`src/rtl/sd_cmd_sequencer.sv`:
```
// SD command transaction sequencer: latches a CPU command, launches the CMD engine,
// supervises the response timeout and keeps sticky completion/error status.
module sd_cmd_sequencer #(
    parameter int TIMEOUT_CYCLES = 64
) (
    input  logic         clock,
    input  logic         reset,
    input  logic         cmd_write,
    input  logic [5:0]   cmd_index_in,
    input  logic [1:0]   resp_type_in,
    input  logic         idx_chk_en_in,
    input  logic         crc_chk_en_in,
    input  logic [31:0]  cmd_arg_in,
    input  logic         timeout_en,
    input  logic         cmd_done,
    input  logic         resp_crc_ok,
    input  logic         resp_idx_ok,
    input  logic         resp_end_ok,
    input  logic [127:0] resp_in,
    input  logic [4:0]   status_clr,
    output logic         cmd_inhibit,
    output logic         cmd_start,
    output logic         cmd_abort,
    output logic [5:0]   cmd_index_out,
    output logic [31:0]  cmd_arg_out,
    output logic         resp_we,
    output logic [127:0] resp_out,
    output logic         cmd_complete,
    output logic [3:0]   err_status,
    output logic         err_irq,
    output logic         cmd_dropped
);

    localparam int CW = $clog2(TIMEOUT_CYCLES);
    localparam logic [CW-1:0] TERM = CW'(TIMEOUT_CYCLES - 1);

    typedef enum logic [2:0] {
        S_IDLE,
        S_ISSUE,
        S_WAIT_RESP,
        S_CHECK,
        S_DONE
    } state_t;

    state_t        state, state_next;
    logic [CW-1:0] count;
    logic [1:0]    resp_type;
    logic          idx_chk_en, crc_chk_en;
    logic          crc_ok, idx_ok, end_ok;
    logic          timed_out;
    logic          accept, done_hit, term_hit;
    logic          cc_set;
    logic [3:0]    err_set;

    always_ff @(posedge clock) begin
        if (reset) begin
            state <= S_IDLE;
        end else begin
            state <= state_next;
        end
    end

    // cmd_done has priority over the terminal count in the same WAIT_RESP cycle.
    always_comb begin
        state_next  = state;
        cmd_start   = 1'b0;
        cmd_abort   = 1'b0;
        resp_we     = 1'b0;
        cc_set      = 1'b0;
        err_set     = 4'b0000;
        accept      = (state == S_IDLE) && cmd_write;
        done_hit    = (state == S_WAIT_RESP) && cmd_done;
        term_hit    = (state == S_WAIT_RESP) && timeout_en && (count == TERM) && !cmd_done;
        cmd_inhibit = (state != S_IDLE);
        case (state)
            S_IDLE: begin
                if (cmd_write) state_next = S_ISSUE;
            end
            S_ISSUE: begin
                cmd_start  = 1'b1;
                state_next = S_WAIT_RESP;
            end
            S_WAIT_RESP: begin
                if (done_hit) begin
                    state_next = S_CHECK;
                end else if (term_hit) begin
                    err_set[3] = 1'b1;
                    state_next = S_DONE;
                end
            end
            S_CHECK: begin
                cc_set = 1'b1;
                if (resp_type != 2'b00) begin
                    resp_we    = 1'b1;
                    err_set[2] = crc_chk_en & ~crc_ok;
                    err_set[1] = ~end_ok;
                    err_set[0] = idx_chk_en & ~idx_ok;
                end
                state_next = S_DONE;
            end
            S_DONE: begin
                cmd_abort  = timed_out;
                state_next = S_IDLE;
            end
            default: state_next = S_IDLE;
        endcase
    end

    assign err_irq = |err_status;

    // Sticky status: a set in the same cycle as its W1C clear takes precedence.
    always_ff @(posedge clock) begin
        if (reset) begin
            count         <= '0;
            resp_type     <= 2'b00;
            idx_chk_en    <= 1'b0;
            crc_chk_en    <= 1'b0;
            cmd_index_out <= 6'd0;
            cmd_arg_out   <= 32'd0;
            crc_ok        <= 1'b0;
            idx_ok        <= 1'b0;
            end_ok        <= 1'b0;
            resp_out      <= 128'd0;
            timed_out     <= 1'b0;
            cmd_dropped   <= 1'b0;
            cmd_complete  <= 1'b0;
            err_status    <= 4'b0000;
        end else begin
            if (accept) begin
                cmd_index_out <= cmd_index_in;
                cmd_arg_out   <= cmd_arg_in;
                resp_type     <= resp_type_in;
                idx_chk_en    <= idx_chk_en_in;
                crc_chk_en    <= crc_chk_en_in;
                timed_out     <= 1'b0;
            end
            cmd_dropped <= cmd_write && (state != S_IDLE);
            if (state == S_ISSUE) begin
                count <= '0;
            end else if ((state == S_WAIT_RESP) && (count != TERM)) begin
                count <= count + 1'b1;
            end
            if (done_hit) begin
                crc_ok   <= resp_crc_ok;
                idx_ok   <= resp_idx_ok;
                end_ok   <= resp_end_ok;
                resp_out <= resp_in;
            end
            if (term_hit) timed_out <= 1'b1;
            cmd_complete <= (cmd_complete & ~status_clr[4]) | cc_set;
            err_status   <= (err_status & ~status_clr[3:0]) | err_set;
        end
    end

endmodule

```
`config.mk`:
```
export PLATFORM = sky130hd
export DESIGN_NAME = sd_cmd_sequencer
export DESIGN_NICKNAME = d
export VERILOG_FILES = /design/src/rtl/sd_cmd_sequencer.sv
export SDC_FILE = /design/constraint.sdc
export NUM_CORES = 1
export LEC_CHECK = 0
export CORE_ASPECT_RATIO = 0.75
export CORE_MARGIN = 2
export CORE_UTILIZATION = 25
export DETAILED_ROUTE_END_ITERATION = 6
export HOLD_SLACK_MARGIN = 0.08
export PLACE_DENSITY = 0.56
export SLEW_MARGIN = 20
export SYNTH_ARGS = -nofsm -noshare
export SYNTH_HDL_FRONTEND = slang
export SYNTH_SLANG_ARGS = --single-unit
```
`constraint.sdc`:
```
create_clock -name clock -period 2 [get_ports clock]
set_input_delay 0.3 -clock clock [delete_from_list [all_inputs] [get_ports clock]]
set_output_delay 0.3 -clock clock [all_outputs]
set_load 0.05 [all_outputs]
```
# [Yosys cells after proc, flatten, opt, wreduce, memory -nomap -nowiden]
# Index checks and enable logic that the tools add are counted.
[totals] regBits=189 latch_bits=0 mem_bits_rw=0 rom_bits=0 elab_cells=66 n_memories=0
[classes] addsub=1 multipliers=0 n_div=0 n_lt_le_gt_ge=0 n_eq_ne=8 shift=0 mux=16 bitwise_logic=11 reduce_logical=15
[op_table] operator="3-bit two-way mux" count=5
[op_table] operator="3-bit case mux with 4 select lines" count=1
[op_table] operator="1-bit two-way mux" count=10
[op_table] operator="1-bit logical AND" count=7
[op_table] operator="6-bit by 1-bit adder with 6-bit output (second input constant)" count=1
[op_table] operator="3-bit by 2-bit equality test with 1-bit output (second input constant)" count=2
[op_table] operator="6-bit equality test (second input constant)" count=1
[op_table] operator="6-bit inequality test (second input constant)" count=1
[op_table] operator="4-bit AND" count=1
[op_table] operator="1-bit NOT" count=4
[op_table] operator="4-bit NOT" count=1
[op_table] operator="4-bit OR" count=1
[op_table] operator="2-bit nonzero test" count=2
[op_table] operator="4-bit OR reduction" count=1
[op_table] operator="1-bit AND" count=3
[op_table] operator="3-bit by 1-bit equality test with 1-bit output (second input constant)" count=1
[op_table] operator="3-bit equality test (second input constant)" count=1
[op_table] operator="3-bit zero test" count=1
[op_table] operator="3-bit inequality test (second input constant)" count=1
[op_table] operator="3-bit nonzero test" count=1
[op_table] operator="2-bit inequality test (second input constant)" count=1
[op_table] operator="2-bit AND reduction" count=1
[op_table] operator="2-bit OR reduction" count=1
[op_table] operator="1-bit zero test" count=1
[op_table] operator="1-bit OR" count=1

# [Depth between registers and ports, before layout]
# Gate-level depths: netlist of run 1.
[depth] ltp_word=8 mapped_depth=7 ltp_nobuf=4

# [Worst setup path after synthesis of run 1]
# Ideal clock, no wire load.
[synth_path] path_kind="register to output" start="register state[2]" end="output port cmd_abort" arrival_time_ns=1.556 slack_ns=0.144 path_stages_with_launch=4 path_buffers=1 cell_sequence="dfxtp_1 > buf_6 > nand2_1 > nor3_1"
[synth_via] elab_chain_cells=2
[synth_lines] element="start: declaration" line="45" text="state_t state, state_next;"
[synth_lines] element="start signal: assignment" line="59" text="state <= state_next;"
[synth_lines] element="3-bit equality test" line="75" text="case (state)"
[synth_lines] element="1-bit two-way mux" line="75"
[synth_lines] element="end: declaration" line="23" text="output logic cmd_abort,"
# Every way passes these cells.

# [Worst setup path in the final report of run 1]
[layout_path] start="register resp_out[2]" end="output port resp_out[2]"
[layout_lines] element="start: declaration" line="27" text="output logic [127:0] resp_out,"
[layout_lines] element="start signal: assignment" line="147" text="resp_out <= resp_in;"
# No word-level cell between the ends.

==> flow_summary.yaml, run 1 <==
status:
  status: "complete, no violations"
synth:
  ys_warn_count: 0
  avgSynthCellArea_um2: 8.18
  synth-simple-area-share_pct: 23.7
  muxShareOfSynthArea_pct: 0.584
  synth-main-ff-cell: "dfxtp_1"
  ys_seq_elements: 189
  seq_area_frac_synth_pct: 55.1
  synth_edf_count: 0
  syn_nets: 1023
  synthTopCellsByArea: "dfxtp_1, nand2_1, a21oi_1"
  synth_most_common_cell: "nand2_1"
  synthXorXnorAreaFrac_pct: 0
  synthAdderAreaFrac_pct: 0.182
  synth-compound-area-share_pct: 14.4
  yosysTopAreaCell: "dfxtp_1"
  synth_top_family_by_area: "simple AND/OR/NAND/NOR gates"
  synth_common_cells: "nand2_1, dfxtp_1, a21oi_1, clkbuf_1, buf_6"
  synth_top_area_share_pct: 55.1
  syn_inst: 839
  async_flop_share_pct: 0
  ys_types: 45
  synthesis.area_um2: 6860
placement:
  gp_congestion: 0.722
  placed_cell_area_um2: 10800
  port_buffers: 359
  dp_hpwl_um: 15800
global_routing:
  grtUsageTotal_pct: 15.6
  grt_pass1_vias: 6325
  overflow: 0
  antenna_found_initial: 0
  grt_pass1_wl_um: 35600
  grt_start_max_net_pins: 79
timing:
  worst_slew_pin_slew_ns: 0.657
  rsz0062_at_grt: "no"
  setup_viol: 0
  slew_headroom_pct: 56.2
  skew_ns: 0.00939
  hold_violations: 0
  tns_ns: 0
  period_share_pct: 96.6
  fmax_ghz: 0.518
  slew_violations: 0
  period_needed_ns: 1.93
setup_path:
  cpMaxStageDelayCell: "clkdlybuf4s50_1"
  critPathRequiredTime_ns: 1.70
  crit_path_end_kind: "output pin"
  arrival_ns: 1.63
  crit_chain: "clkdlybuf4s50_1"
  critical_path.max_fanout: 2
  worstSetupStartpointType: "register"
  cp_top_family: "buffers and inverters"
  critPathBufInv: 1
  crit_type: "register to output pin"
  slowest_delay_ns: 0.87
run:
  maxCapViolCount: 0
floorplan:
  core_um2: 27000
  num_io_pins: 360
  initial_utilization_pct: 25.4
  dieWidth_um: 195
  rows: 52
  die_y_um: 147
  fp.dieArea_um2: 28800
route:
  routed.top_layer: "met4"
  dr.first_iter.drc_count: 324
  routedWlPerCell_um: 15.0
  wl_met1_um: 10800
  viasPerCell: 4.31
  ant_nets: 0
  drtPass1Iterations: 4
  wl_um: 23000
  routed-wl-met3_um: 1580
  drc_errors: 0
  dr_wl_met2_um: 10300
  via_count: 6605
pwr:
  internal-power_mw: 6.73
  p_switching_mw: 2.61
  leakage_nw: 3.96
  clkPwrFrac_pct: 38.9
  power_density_nw_per_um2: 818
  finalPower_mw: 9.34
  ir_worst_vdd_v: 0.000550
  switching_share_pct: 27.9
  pwr-share-comb_pct: 18.3
  seq_power_share_pct: 42.8
layout:
  final_nets: 1352
  final_util_pct: 42.3
  final.fill_count: 2718
  stdcell_area_um2: 11400
  layout-drive-gt1-share_pct: 5.67
  multi_input_area_um2: 2690
  ff_latch_area_um2: 3780
  synthToLayoutAreaGrowth_pct: 66.4
  diodes: 0
clock_network:
  clk_pin_slew_ns: 0.07
  cts_hold_buf: 0
  clkLatencyLatePin_ns: 0.43
  cts_tree: "yes"
  clk_path_buf_depth: 2
  htreeDepth: 4
  cts.sinks: 189
  numCtsBuffers: 17
  cts_root_buf: "clkbuf_16"
worst_hold_path:
  hold_path.class: "primary input to register"
## cell usage in the layout (no fill, tap or decap), drive strengths merged, types with 2 or more instances in the layout
master	netlist	final
nor2	4	4
nand3b	6	6
buf	30	22
and3	3	3
bufinv	0	3
or4b	3	3
a41oi	2	2
nand2b	5	5
inv	2	3
a211oi	2	2
clkinvlp	0	3
nor3	2	2
a21oi	180	180
clkinv	0	5
clkdlybuf4s50	0	352
dfxtp	189	189
nand2	348	348
or3b	4	4
mux2i	4	4
clkbuf	35	20
## cell type report
cell class	instances	area share, %
Timing Repair Buffer	375	33.9
Sequential cell	189	33.1
Multi-Input combinational cell	583	23.6
Clock buffer	20	4.09
Tap cell	351	3.85
Clock inverter	12	1.41
Inverter	2	0.0657
## power by group through the flow
stage	logic (mW)	clock network [mW]	registers, mW
2_1_floorplan	0.467	0	4.56
3_3_place_gp	1.72	0	4.08
3_5_place_dp	1.72	0	4.09
4_1_cts	1.73	3.75	4.00
5_1_grt	1.82	3.91	4.02
6_report	1.71	3.63	4.00
## cells by family after synthesis
group | after synthesis
muxes | 4
DFF | 189
and+or+nand+nor | 389
buffers and inverters | 67
adders and majority gates | 1
AOI/OAI and AO/OA | 189
## repair_timing
| action | CTS | global route |
|---|---|---|
| gates cloned | 0 | 0 |
| hold endpoints to repair | 0 | 0 |
| resized for setup | 1 | 3 |
| setup buffers | 1 | 0 |
| endpoints found under the setup margin | 2 | 4 |
| pin swaps | 0 | 0 |
## sequential cells by signal (all words and copies together) (netlist names)
signal	flops
resp_out	128
state	3
resp_type	2
crc_chk_en	1
crc_ok	1
err_status	4
cmd_index_out	6
cmd_arg_out	32
count	6
cmd_complete	1
end_ok	1
cmd_dropped	1
idx_chk_en	1
idx_ok	1
timed_out	1
## per-layer routing
| metal | vias up | GRT usage [%] |
|---|---|---|
| li1 | 3381 | - |
| met1 | 3021 | 20.4 |
| met2 | 189 | 24.6 |
| met3 | 14 | 5.38 |
| met4 | 0 | 4.31 |
| met5 | - | 0 |
## worst paths after layout
| check | endpoint | start | slack (ns) | cells after the start |
|---|---|---|---|---|
| setup / recovery | resp_out[2] | resp_out[2] | 0.07 | 1 |
| setup reg to reg | err_status[2] | state[0] | 0.36 | 5 |
| hold / removal | err_status[1] | reset | 0.33 | 2 |
| hold reg to reg | resp_out[25] | resp_out[25] | 0.45 | 2 |
## through the flow
stage / instances / hold WS [ns] / setup slack, ns
after CTS: 1532 / 0.319 / 0.00749
after global placement: 1499 / 0.438 / 0.205
after floorplan: 839 / 0.431 / 0.144
after global routing: 1532 / 0.349 / 0.00158
after detailed placement: 1499 / 0.445 / 0.186
final: 1532 / 0.326 / 0.0683
Note: power is estimated with default switching activity, not from simulation.
==> run 2: changes to the inputs <==
==> constraint.sdc (replaced) <==
create_clock -name clock -period 2 [get_ports clock]
set_input_delay 0.2 -clock clock [delete_from_list [all_inputs] [get_ports clock]]
set_output_delay 0.2 -clock clock [all_outputs]
set_load 0.05 [all_outputs]
==> run 2 against run 1 <==
Against the previous run:
- clock-buffer cell count fell by 2
- via count rose by 1.6%
- first-iteration DRC count fell by 20%
- sequential power barely moved
- non-clock buffer count rose by 3
- sequential cell count did not move
- critical endpoint is now resp_we
- largest cell class unchanged
- largest power group unchanged
- highest routed layer unchanged
==> flow_summary.yaml, run 2 (same netlist as run 1, synthesis figures left out) <==
status:
  status: "complete, no violations"
route:
  ant_nets: 0
  viasPerCell: 4.37
  drtPass1Iterations: 4
  drc_errors: 0
  dr.first_iter.drc_count: 259
  wl_um: 23100
  routedWlPerCell_um: 15.0
  via_count: 6709
run:
  maxCapViolCount: 0
setup_path:
  ff2ff_path_depth: 5
  cpMaxStageDelayCell: "dfxtp_1"
  endpoint: "resp_we"
  arrival_ns: 1.68
  critPathRequiredTime_ns: 1.80
  slowest_delay_ns: 0.39
  regToRegStartpoint: "state[2]"
  startpoint: "state[2]"
  crit_type: "register to output pin"
  critical_path.max_fanout: 7
  crit_path_end_kind: "output pin"
  rr_endpoint: "err_status[2]"
  reg2reg_slack_ns: 0.26
  crit_chain: "buf_4 > nand3b_1 > nor2_2 > buf_12"
  worstSetupStartpointType: "register"
timing:
  slew_violations: 0
  setup_slack_ns: 0.116
  hold_violations: 0
  period_needed_ns: 1.88
  skew_ns: 0.0105
  setup_viol: 0
  period_share_pct: 94.2
  worst_slew_pin_slew_ns: 0.628
  slew_headroom_pct: 58.2
  fmax_ghz: 0.531
placement:
  placed_cell_area_um2: 10800
  gp_congestion: 0.758
  place_ws_ns: 0.213
  port_buffers: 359
  dp_hpwl_um: 16200
layout:
  ff_latch_area_um2: 3790
  final_nets: 1355
  top_register: "resp_out"
  layout-drive-gt1-share_pct: 6.00
  diodes: 0
  layout.cells.most_common: "clkdlybuf4s50_1"
  largest_register_ffs: 128
  multi_input_area_um2: 2690
  final.fill_count: 2711
  final_cell_mix: "clkdlybuf4s50_1, nand2_1, dfxtp_1"
  largestRegisters: "resp_out x128, cmd_arg_out x32"
  synthToLayoutAreaGrowth_pct: 65.8
  stdcell_area_um2: 11400
global_routing:
  grt_pass1_vias: 6358
  antenna_found_initial: 0
  grtUsageTotal_pct: 15.6
  overflow: 0
  grt_pass1_wl_um: 35500
  grt_start_max_net_pins: 76
floorplan:
  fp.dieArea_um2: 28800
  dieWidth_um: 195
  initial_utilization_pct: 25.4
  core_um2: 27000
  die_y_um: 147
  num_io_pins: 360
  rows: 52
clock_network:
  clkLatencyLatePin_ns: 0.43
  clk_pin_slew_ns: 0.08
  cts_tree: "yes"
  cts_hold_buf: 0
  cts.sinks: 189
  numCtsBuffers: 17
  clk_path_buf_depth: 2
  htreeDepth: 4
  cts_root_buf: "clkbuf_16"
pwr:
  ir_worst_vdd_v: 0.000553
  leakage_nw: 3.93
  power_density_nw_per_um2: 794
worst_hold_path:
  hold_path.class: "primary input to register"
run 2: cell types whose count changed in the layout (fill, tap and decap cells not counted):
cell             delta
inv_8               +4
bufinv_16           -3
dlymetal6s2s_1      -1
clkbuf_8            -2
dfxtp_1             -1
clkinvlp_4          -1
clkdlybuf4s50_1     +1
inv_6               +2
buf_4               +3
dfxtp_2             +1
run 2: timing repair:
action | CTS | global route
buffers inserted | 0 | 1
setup endpoints to repair | 2 | 1
endpoints found under the hold margin | 0 | 0
gates resized for setup | 3 | 1
run 2: how the worst min path moves through the flow:
stage                                end            start  depth (start not counted)  slack (ns)
after floorplan             resp_type[0]  resp_type_in[0]                          2        0.34
after global placement        crc_chk_en       crc_chk_en                          2        0.44
after detailed placement      idx_chk_en       idx_chk_en                          2        0.44
after CTS                  err_status[1]            reset                          2        0.22
after global routing      cmd_arg_out[2]            reset                          2        0.25
final                      resp_out[122]            reset                          2        0.24
run 2: per-stage QoR:
stage	cells	util, %	hold slack (ns)	setup TNS (ns)	power (mW)
after floorplan	839	-	0.336	0	5.02
after global placement	1502	40.0	0.440	0	5.79
after detailed placement	1502	40.0	0.444	0	5.80
after CTS	1534	42.1	0.215	0	9.20
after global routing	1535	42.1	0.251	-0.000401	9.45
final	1535	42.1	0.244	0	9.04
run 2: cell type report:
cell class,count,area share [%]
Inverter,2,0.0660
Sequential cell,189,33.3
Tap cell,351,3.86
Multi-Input combinational cell,583,23.7
Clock inverter,14,1.11
Clock buffer,18,3.86
Timing Repair Buffer,378,34.2
run 2: power breakdown:
group	switching, mW	internal, mW
registers	0.0844	3.91
logic	0.972	0.735
clock network	1.65	1.68
total	2.71	6.33
run 2: routing by layer:
layer,vias to the layer above,GRT usage (%),wire length [um]
li1,3391,-,-
met1,3082,20.1,10600
met2,215,24.4,10400
met3,21,5.54,1730
met4,0,5.31,354
met5,-,0,0
run 2: worst max-delay path: cells and delay by family, from the launching register on:
family	cells	cell delay [ns]
DFF	1	0.39
buffers and inverters	2	0.34
and+or+nand+nor	2	0.51
==> run 3: changes to the inputs <==
- HOLD_SLACK_MARGIN: 0.08 -> 0.15
==> results of run 3 <==
No change in the layout: final DEF, timing and power equal those of run 2.
